==> src/rtl/multicycle_control.sv <==
`default_nettype none
// +----------------------------------------------------------------------------+
// | multicycle_control                                                         |
// | Multicycle CPU control FSM: fetch/decode/exec/mem/writeback sequencing,     |
// | memory wait timeout, illegal-opcode trap and retired-instruction counter.   |
// | Revision: 1.0                                                              |
// +----------------------------------------------------------------------------+
module multicycle_control #(
  parameter int MEM_TIMEOUT = 16,
  parameter int RW          = 16
) (
  input  logic          clk,
  input  logic          reset,
  input  logic [5:0]    opcode,
  input  logic [5:0]    funct,
  input  logic          mem_ready,
  output logic          RegWrite,
  output logic          RegRead,
  output logic          MemRead,
  output logic          MemWrite,
  output logic          toReg,
  output logic          rt_rd,
  output logic          PCWrite,
  output logic          IRWrite,
  output logic [2:0]    state,
  output logic          illegal,
  output logic          mem_timeout,
  output logic [RW-1:0] retired
);

  typedef enum logic [2:0] {
    S_FETCH  = 3'd0,
    S_DECODE = 3'd1,
    S_EXEC   = 3'd2,
    S_MEM    = 3'd3,
    S_WB     = 3'd4,
    S_TRAP   = 3'd5
  } state_e;

  typedef enum logic [2:0] {
    C_ILLEGAL = 3'd0,
    C_R       = 3'd1,
    C_JR      = 3'd2,
    C_LOAD    = 3'd3,
    C_STORE   = 3'd4,
    C_ALUI    = 3'd5,
    C_JAL     = 3'd6,
    C_BR      = 3'd7
  } class_e;

  localparam int            WCW        = 8;
  localparam logic [WCW-1:0] WAIT_LIMIT = WCW'(MEM_TIMEOUT - 1);

  state_e          state_q, state_d;
  class_e          cls_q, cls_d;
  logic [WCW-1:0]  wait_q, wait_d;
  logic            illegal_q, illegal_d;
  logic            timeout_q, timeout_d;
  logic [RW-1:0]   retired_q, retired_d;
  class_e          w_class;
  logic            w_waiting;
  logic            w_retire;

  function automatic class_e decode_class(input logic [5:0] op, input logic [5:0] fn);
    class_e c;
    case (op)
      6'b000000:                       c = (fn == 6'b001000) ? C_JR : C_R;
      6'b100000, 6'b100001, 6'b100011: c = C_LOAD;
      6'b101000, 6'b101001, 6'b101011: c = C_STORE;
      6'b001000, 6'b001100, 6'b001101,
      6'b001010, 6'b001111:            c = C_ALUI;
      6'b000011:                       c = C_JAL;
      6'b000100, 6'b000101, 6'b000001: c = C_BR;
      default:                         c = C_ILLEGAL;
    endcase
    return c;
  endfunction

  function automatic logic reads_regs(input class_e c);
    return (c != C_JAL) && (c != C_ILLEGAL);
  endfunction

  always_ff @(posedge clk or posedge reset) begin
    if (reset) begin
      state_q   <= S_FETCH;
      cls_q     <= C_ILLEGAL;
      wait_q    <= '0;
      illegal_q <= 1'b0;
      timeout_q <= 1'b0;
      retired_q <= '0;
    end else begin
      state_q   <= state_d;
      cls_q     <= cls_d;
      wait_q    <= wait_d;
      illegal_q <= illegal_d;
      timeout_q <= timeout_d;
      retired_q <= retired_d;
    end
  end

  always_comb begin
    state_d   = state_q;
    cls_d     = cls_q;
    illegal_d = illegal_q;
    timeout_d = timeout_q;
    w_class   = decode_class(opcode, funct);
    w_waiting = 1'b0;
    RegWrite  = 1'b0;
    RegRead   = 1'b0;
    MemRead   = 1'b0;
    MemWrite  = 1'b0;
    toReg     = 1'b0;
    rt_rd     = 1'b1;
    PCWrite   = 1'b0;
    IRWrite   = 1'b0;

    case (state_q)
      S_FETCH: begin
        MemRead = 1'b1;
        if (mem_ready) begin
          IRWrite = 1'b1;
          PCWrite = 1'b1;
          state_d = S_DECODE;
        end else begin
          w_waiting = 1'b1;
        end
      end
      S_DECODE: begin
        // The live opcode is decoded here; later states see only the latched class.
        cls_d   = w_class;
        RegRead = reads_regs(w_class);
        if (w_class == C_ILLEGAL) begin
          state_d   = S_TRAP;
          illegal_d = 1'b1;
        end else begin
          state_d = S_EXEC;
        end
      end
      S_EXEC: begin
        RegRead = reads_regs(cls_q);
        case (cls_q)
          C_BR, C_JR: begin
            PCWrite = 1'b1;
            state_d = S_FETCH;
          end
          C_LOAD, C_STORE:   state_d = S_MEM;
          C_R, C_ALUI, C_JAL: state_d = S_WB;
          default:           state_d = S_TRAP;
        endcase
      end
      S_MEM: begin
        MemRead  = (cls_q == C_LOAD);
        MemWrite = (cls_q == C_STORE);
        if (mem_ready) begin
          state_d = (cls_q == C_LOAD) ? S_WB : S_FETCH;
        end else begin
          w_waiting = 1'b1;
        end
      end
      S_WB: begin
        RegWrite = 1'b1;
        toReg    = (cls_q == C_LOAD);
        rt_rd    = (cls_q != C_R);
        state_d  = S_FETCH;
      end
      S_TRAP: begin
        rt_rd = 1'b0;
      end
      default: begin
        rt_rd   = 1'b0;
        state_d = S_TRAP;
      end
    endcase

    // This cycle would be wait number MEM_TIMEOUT; a ready memory never reaches here.
    if (w_waiting && (wait_q == WAIT_LIMIT)) begin
      state_d   = S_TRAP;
      timeout_d = 1'b1;
    end

    wait_d = (w_waiting && (state_d == state_q)) ? wait_q + 1'b1 : '0;

    w_retire  = (state_d == S_FETCH) &&
                ((state_q == S_EXEC) || (state_q == S_MEM) || (state_q == S_WB));
    retired_d = (w_retire && (retired_q != {RW{1'b1}})) ? retired_q + 1'b1 : retired_q;

    // FETCH must not load the IR or PC while reset is held, whatever mem_ready says.
    if (reset) begin
      IRWrite = 1'b0;
      PCWrite = 1'b0;
    end
  end

  assign state       = state_q;
  assign illegal     = illegal_q;
  assign mem_timeout = timeout_q;
  assign retired     = retired_q;

endmodule
`default_nettype wire

==> config.mk <==
export PLATFORM = sky130hd
export DESIGN_NAME = multicycle_control
export DESIGN_NICKNAME = d
export VERILOG_FILES = /design/src/rtl/multicycle_control.sv
export SDC_FILE = /design/constraint.sdc
export NUM_CORES = 1
export LEC_CHECK = 0
export ABC_AREA = 0
export CORE_AREA = 2 2 69 71
export CTS_CLUSTER_DIAMETER = 60
export DETAILED_ROUTE_END_ITERATION = 8
export DIE_AREA = 0 0 71 73
export HOLD_SLACK_MARGIN = 0.12
export PLACE_DENSITY = 0.73
export REMOVE_ABC_BUFFERS = 1
export SETUP_SLACK_MARGIN = 0.5
export SYNTH_ARGS = -nofsm -noshare
export SYNTH_HDL_FRONTEND = slang
export SYNTH_SLANG_ARGS = --single-unit
==> constraint.sdc <==
create_clock -name clk -period 2 [get_ports clk]
set_input_delay 0.2 -clock clk [delete_from_list [all_inputs] [get_ports clk]]
set_output_delay 0.2 -clock clk [all_outputs]
set_load 0.01 [all_outputs]
==> run summary <==
The run finished, with violations left. The final reports fail on setup timing. In this run the tightest slew margin relative to its limit is 71.98%.

The number of synthesized register bits is 32. The post-layout minimum cycle time was 2021 ps. The clock arrives with 9.841 ps of skew. The run gives -21.26 ps as the worst setup slack after layout.

In the synthesized netlist, the number of instances is 213. Clock tree synthesis selected as its root buffer the cell sky130_fd_sc_hd__clkbuf_8. Dividing the synthesized area by the synthesized cell count gives 8.929 sq um. The average routed wire per standard cell was 16.68 um; the via total after detailed routing was 2156.

Total core area: 4536 sq um. STA classifies the critical path endpoint as a register. The number of different library cells used by synthesis comes to 47.

Measured in cells, the most critical reg-to-reg path has a length of 8. The initialized floorplan defines 25 standard-cell rows. The number of antenna violations at the first check in global routing came out at 0. The run gives 42.11% as the share of the yosys chip area belonging to registers. The maximum achievable frequency was 494.7 MHz. TritonCTS built the clock tree. Entering global routing, the biggest net connects 33 pins.

The tools report the via count of the first global-routing pass as 2047. The min-delay analysis places its worst path in the category in -> reg. Input and output buffers added on the ports amount to 43. The count of final hold-check violations is 0, and the vertical die dimension is 73 um. The floorplan step defined a die boundary enclosing 5183 sq um. The area growth from synthesis to layout is 82.50%. After detailed routing, the number of remaining DRC violations is 0.

The congestion estimate from routability-driven global placement came to 0.8385. The first global-routing pass estimated 9.280 mm of wire. The placed wire-length estimate was 3.398 mm; the count of warnings emitted by yosys was 0. The tools report the number of DRC markers in iteration 0 as 100. Cells with a size suffix above 1 make up 53.05% of the layout. After detailed routing, the total wire length is 6.372 mm.

The fraction of synthesis flops using an asynchronous set or reset pin works out to 100.0%. Largest driver fanout on the critical path: 4. After detailed routing, the number of vias per cell comes to 5.644.

The analysis attributes to cell leakage a power of 1.580 nW. The overall power of the completed layout is 3.971 mW, and the total of endpoints with negative setup slack in the final report is 1. The startpoint kind of the worst setup timing path is a register. For the count of antenna diodes in the layout, the log shows 0.

The run gives 41.93% as the initial standard-cell utilization of the core. The x dimension of the die was 71 um. The critical path class was reg -> reg. The fraction of the cycle the final worst path needs was 101.1%; the required time of the critical path was 2200 ps. The post-synth design cell area was 1902 sq um. Fill cells in the final layout number 278.

Clock-pin slew was measured on the worst setup and hold paths at 70 ps. At the worst endpoint, the arrival time is 2220 ps. Number of primary I/O pins: 44. The detail route stage leaves a number of antenna-violating nets equal to 0.

The number of buffers added by the clock tree synthesis step was 5. Along the worst hold path, the cell count comes to 3. The H-tree was split into 2 levels.

Power per cell area: 1144 nW/um^2. The tool flagged a number of max-cap violations equal to 0. The number of flops mapped to enable cells by yosys was 0; the setup slack after placement was -392.9 ps. Setup repair after global routing could not meet its margin everywhere. Clock tree synthesis found a total of 32 sinks.

The slew at the pin closest to its max-slew limit is 420.2 ps. The run gives -21.26 ps as the aggregate negative setup slack. The predominant post-synthesis flop cell is sky130_fd_sc_hd__dfrtp_1.

Latest clock arrival within the worst-skew pair: 290 ps. The first detailed-routing pass ran for 4 iterations. After global routing the overflow that remains totals 0.

After the last flow step, the layout net total stands at 344. For the total routing resource utilization after global routing, the log shows 22.54%. The maximum buffer depth of the clock tree is 2, and the peak ir drop on the vdd network is 0.0005694 V.

The number of pins exceeding their max-slew limit in the final report came out at 0.
==> area by class of cell <==
cell class                 instances  area (sq um)  share of cell area (%)
multi-input combinational        163          1425                   41.06
timing repair buffer             117          1023                   29.49
sequential                        32         808.3                   23.29
clock buffer                       5         68.82                   1.983
tap                               54         67.56                   1.947
clock inverter                     3         42.54                   1.226
inverter                           8         35.03                   1.009
==> synth_stat cells, drive strengths merged (7+ instances only) <==
cell type	count	area (sq um)
inv	8	30.03
a21oi	12	60.06
nor4	9	81.33
clkbuf	7	26.28
nor3	7	40.04
or2	7	43.79
nand2	21	78.83
xnor2	8	70.07
nand3	8	40.04
nor2	25	93.84
dfrtp	32	800.8
xor2	14	122.6
==> cells by family (layout without fill, tap and decap cells) <==
family,Yosys count,count (layout),synth area share [%]
adders and majority gates,2,2,1.316
and+or+nand+nor,100,101,28.55
muxes,2,2,1.184
buffers and inverters,19,133,4.408
AOI/OAI and AO/OA,36,36,12.30
xor gates and xnor gates,22,22,10.13
DFF,32,32,42.11
==> cell usage in the layout, fill, tap and decap left out, drive strengths merged, types with 2 or more instances in the layout <==
cell type      Yosys  final
or2                7      8
nor2              25     25
a21oi             12     12
clkdlybuf4s50      0     16
o21a               3      3
dfrtp             32     32
nor3               7      7
a21boi             2      2
and4b              2      2
xnor2              8      8
ha                 2      2
inv                8      8
nand4              4      4
dlygate4sd2        0      8
o31ai              4      4
dlymetal6s2s       0      5
nand2b             5      5
o22ai              2      2
nand2             21     21
clkbuf             7      6
o21ai              5      5
nand3              8      8
and3               4      4
xor2              14     14
nand4b             2      2
nor4               9      9
buf                4     86
mux2               2      2
==> where the power goes <==
| part | internal, mW | switching, mW |
|---|---|---|
| sequential | 0.778 | 0.142 |
| clock | 0.368 | 0.253 |
| combinational | 1.28 | 1.15 |
| total | 2.42 | 1.55 |
==> sequential cells by signal (all words and copies together) (netlist names) <==
signal,flops
illegal,1
state,3
wait_q,8
retired,16
cls_q,3
mem_timeout,1
==> worst paths after layout <==
path,start,end,slack [ps]
max reg2reg,cls_q[1]$_DFFE_PP0N_,retired[3]$_DFFE_PP0P_,-20
min in group asynchronous,reset,retired[8]$_DFFE_PP0P_,460
min,opcode[4],cls_q[2]$_DFFE_PP0N_,360
max,cls_q[1]$_DFFE_PP0N_,retired[3]$_DFFE_PP0P_,-20
max in group asynchronous,reset,retired[14]$_DFFE_PP0P_,1220
min reg2reg,mem_timeout$_DFFE_PP0P_,mem_timeout$_DFFE_PP0P_,480
==> worst max-delay path: stages, from the launching register on <==
cell and delay [ps]:
sky130_fd_sc_hd__dfrtp_1 400, sky130_fd_sc_hd__and4b_1 220, sky130_fd_sc_hd__o21a_1 200, sky130_fd_sc_hd__o31a_1 330, sky130_fd_sc_hd__buf_4 160, sky130_fd_sc_hd__nor3_4 230, sky130_fd_sc_hd__buf_6 160, sky130_fd_sc_hd__nand2_2 50
sky130_fd_sc_hd__xnor2_1 180
==> routing by layer <==
metal | part of all wire [%] | GRT usage, % | up-vias
li1 | - | - | 980
met1 | 38 | 26.58 | 1071
met2 | 54 | 39.88 | 80
met3 | 4.6 | 4.420 | 25
met4 | 3.6 | 10.06 | 0
met5 | 0 | 0 | -
==> what timing repair did <==
item / in CTS / in global routing
gates resized for setup: 120 / 70
pin swaps: 46 / 27
endpoints found under the setup margin: 41 / 45
hold buffers: 0 / 0
cloned: 1 / 0
buffers inserted: 19 / 9
==> metrics by stage <==
stage	utilization, %	hold slack (ps)	cells	instance area (sq um)
3_5_place_dp	59.34	461.2	345	2691
2_1_floorplan	-	295.8	202	1848
5_1_grt	76.52	371.3	382	3471
3_3_place_gp	59.34	463.7	345	2691
6_report	76.52	358.5	382	3471
4_1_cts	71.61	332.8	373	3248
Note: power is estimated with default switching activity, not from simulation.
==> RTL change, RTL diff (config.mk and constraints unchanged) <==
The parameter `MEM_TIMEOUT` goes from 16 to 15.
--- a/src/rtl/multicycle_control.sv
+++ b/src/rtl/multicycle_control.sv
@@ -7,5 +7,5 @@
 // +----------------------------------------------------------------------------+
 module multicycle_control #(
-  parameter int MEM_TIMEOUT = 16,
+  parameter int MEM_TIMEOUT = 15,
   parameter int RW          = 16
 ) (
Formal check against the unedited RTL: no difference found for any inputs over 10 cycles, from zero or initial values and one cycle with reset high; that may be too few to reach the edited logic, so the function may still have changed.
==> RTL change against the original RTL <==
  * Design area is 0.18% lower
  * Final cell count did not move
  * Global-route usage is 0.13 points higher
  * Clock skew decreased by 0.0063 ns
  * The run still ends with setup timing left
  * Wire length down 0.94%
  * Sequential cell count is the same
  * Area after synthesis rose by 4.8%
  * Worst hold slack better by 0.070 ns
  * Die area unchanged
  * Setup slack worse by 0.086 ns
  * Sequential share of layout area about the same
  * First-iteration DRC count fell by 13%
Power is not compared: it rests on default switching activity, and its combinational part moved more than twofold at a synthesized area within 25%.
==> RTL change: results (changes against the original RTL) <==
* Result of the run: finished with violations
* Failing checks: setup timing
* GRT Resource Usage Total at 22.7% (+0.13 points)
* Average detailed-routed wire length per instance at 16.5 um (-0.94%)
* Adder and majority gate portion of the synthesized area at 1.88% (+0.57 points)
* Average vias per placed instance at 5.50 (-2.6%)
* Largest fanout on the critical path at 6 (+2)
* Critical path's largest stage delay at 0.52 ns (+0.12 ns)
* Number of library cell types mapped by synthesis at 48 (+2.1%)
* Fillcell total at 302 (+8.6%)
* Finished layout cell area at 0.00346 mm^2 (-0.18%)
* FF-to-FF path depth at 7 (-1)
* Setup TNS after final layout at -0.683 ns (-0.661 ns)
* Routability Congestion at 0.832 (-0.79%)
* XOR/XNOR Fraction of Synth Area at 9.23% (-0.90 points)
* Number of nets in the layout at 345 (+0.29%)
* Area after DPL at 0.00281 mm^2 (+4.3%)
* Total setup violations reported at the end of the flow at 10 (+9)
* First-pass GRT wire length at 9380 um (+1.1%)
* Multiplexer fraction of the synthesized cell area at 1.69% (+0.51 points)
* Category of cells accounting for the largest share of critical-path delay: simple AND/OR/NAND/NOR gates
* Destination of the critical timing path: retired[2]$_DFFE_PP0P_
* Post-route worst setup slack at -0.107 ns (-0.0862 ns)
* Max FFs per register at 16 (unchanged)
* Violation count after the first detailed-routing iteration at 87 (-13%)
* Final-layout worst hold slack at 0.429 ns (+0.0705 ns)
* Synth cell count leaders: dfrtp_1, nor2_1, xor2_1, nand2_1, nand3_1
* Worst min-delay path class: in2async
* Most area-consuming cells after synthesis: dfrtp_1, xor2_1, nor2_1
* Share of synthesized area occupied by flip-flops and latches at 40.2% (-1.9 points)
* Placed cell count at 355 (+2.9%)
* Skew final at 0.00349 ns (-0.00635 ns)
* Slew margin rel. at 71.4% (-0.58 points)
* Share of cells above drive strength 1 at 46.3% (-6.7 points)
* Critical-path cell with the highest stage delay: or4_4
* FF-to-FF End: retired[2]$_DFFE_PP0P_
* Area fraction in compound gates after synthesis at 11.9% (-0.38 points)
* Number of global-route vias before repair at 2038 (-0.44%)
* Average size of a mapped cell at 9.19 um^2 (+2.9%)
* Post-DP HPWL at 3640 um (+7.2%)
RTL change: final cells by class:
cell class,instances,area share (%)
Sequential cell,32,23.3
Tap cell,54,1.95
Multi-Input combinational cell,170,41.1
Inverter,8,0.867
Clock buffer,7,2.78
Clock inverter,1,0.867
Timing Repair Buffer,110,29.1
RTL change: timing repair:
item                                    CTS  global route
cloned                                    1             0
resized for setup                        75            78
buffers inserted                          9             9
endpoints found under the setup margin   40            47
pin swaps                                23            15
RTL change: logic make-up after synthesis:
logic type                 Yosys count
DFF                                 32
muxes                                3
xor gates and xnor gates            21
buffers and inverters               16
adders and majority gates            3
and+or+nand+nor                    110
AOI/OAI and AO/OA                   32
RTL change: worst min-delay path by stage:
stage and end:
2_1_floorplan cls_q[0]$_DFFE_PP0N_, 3_3_place_gp mem_timeout$_DFFE_PP0P_, 6_report wait_q[2]$_DFF_PP0_, 5_1_grt mem_timeout$_DFFE_PP0P_
4_1_cts mem_timeout$_DFFE_PP0P_, 3_5_place_dp mem_timeout$_DFFE_PP0P_
RTL change: metrics by stage:
stage / total power, W / setup WS, ns
final: 0.00152 / -0.107
after global routing: 0.00157 / -0.165
after CTS: 0.00150 / 0.00305
after detailed placement: 0.000809 / -0.375
after global placement: 0.000805 / -0.293
after floorplan: 0.000719 / -0.142
RTL change: power by group:
part           switching, W  internal (W)  total, W
clock network      0.000255      0.000440  0.000695
registers        0.00000541      0.000651  0.000656
logic             0.0000777     0.0000869  0.000165
RTL change: tightest hold or removal path: cells and delay by family:
family | cells | cell delay [ns]
buffers and inverters | 3 | 0.95
RTL change: routing by layer:
| layer | up-vias | wire [um] | track usage [%] |
|---|---|---|---|
| met3 | 6 | 242 | 4.28 |
| met1 | 1039 | 2590 | 28.5 |
| li1 | 991 | - | - |
| met2 | 64 | 3450 | 40.0 |
| met4 | 0 | 31 | 6.29 |
| met5 | - | 0 | 0 |
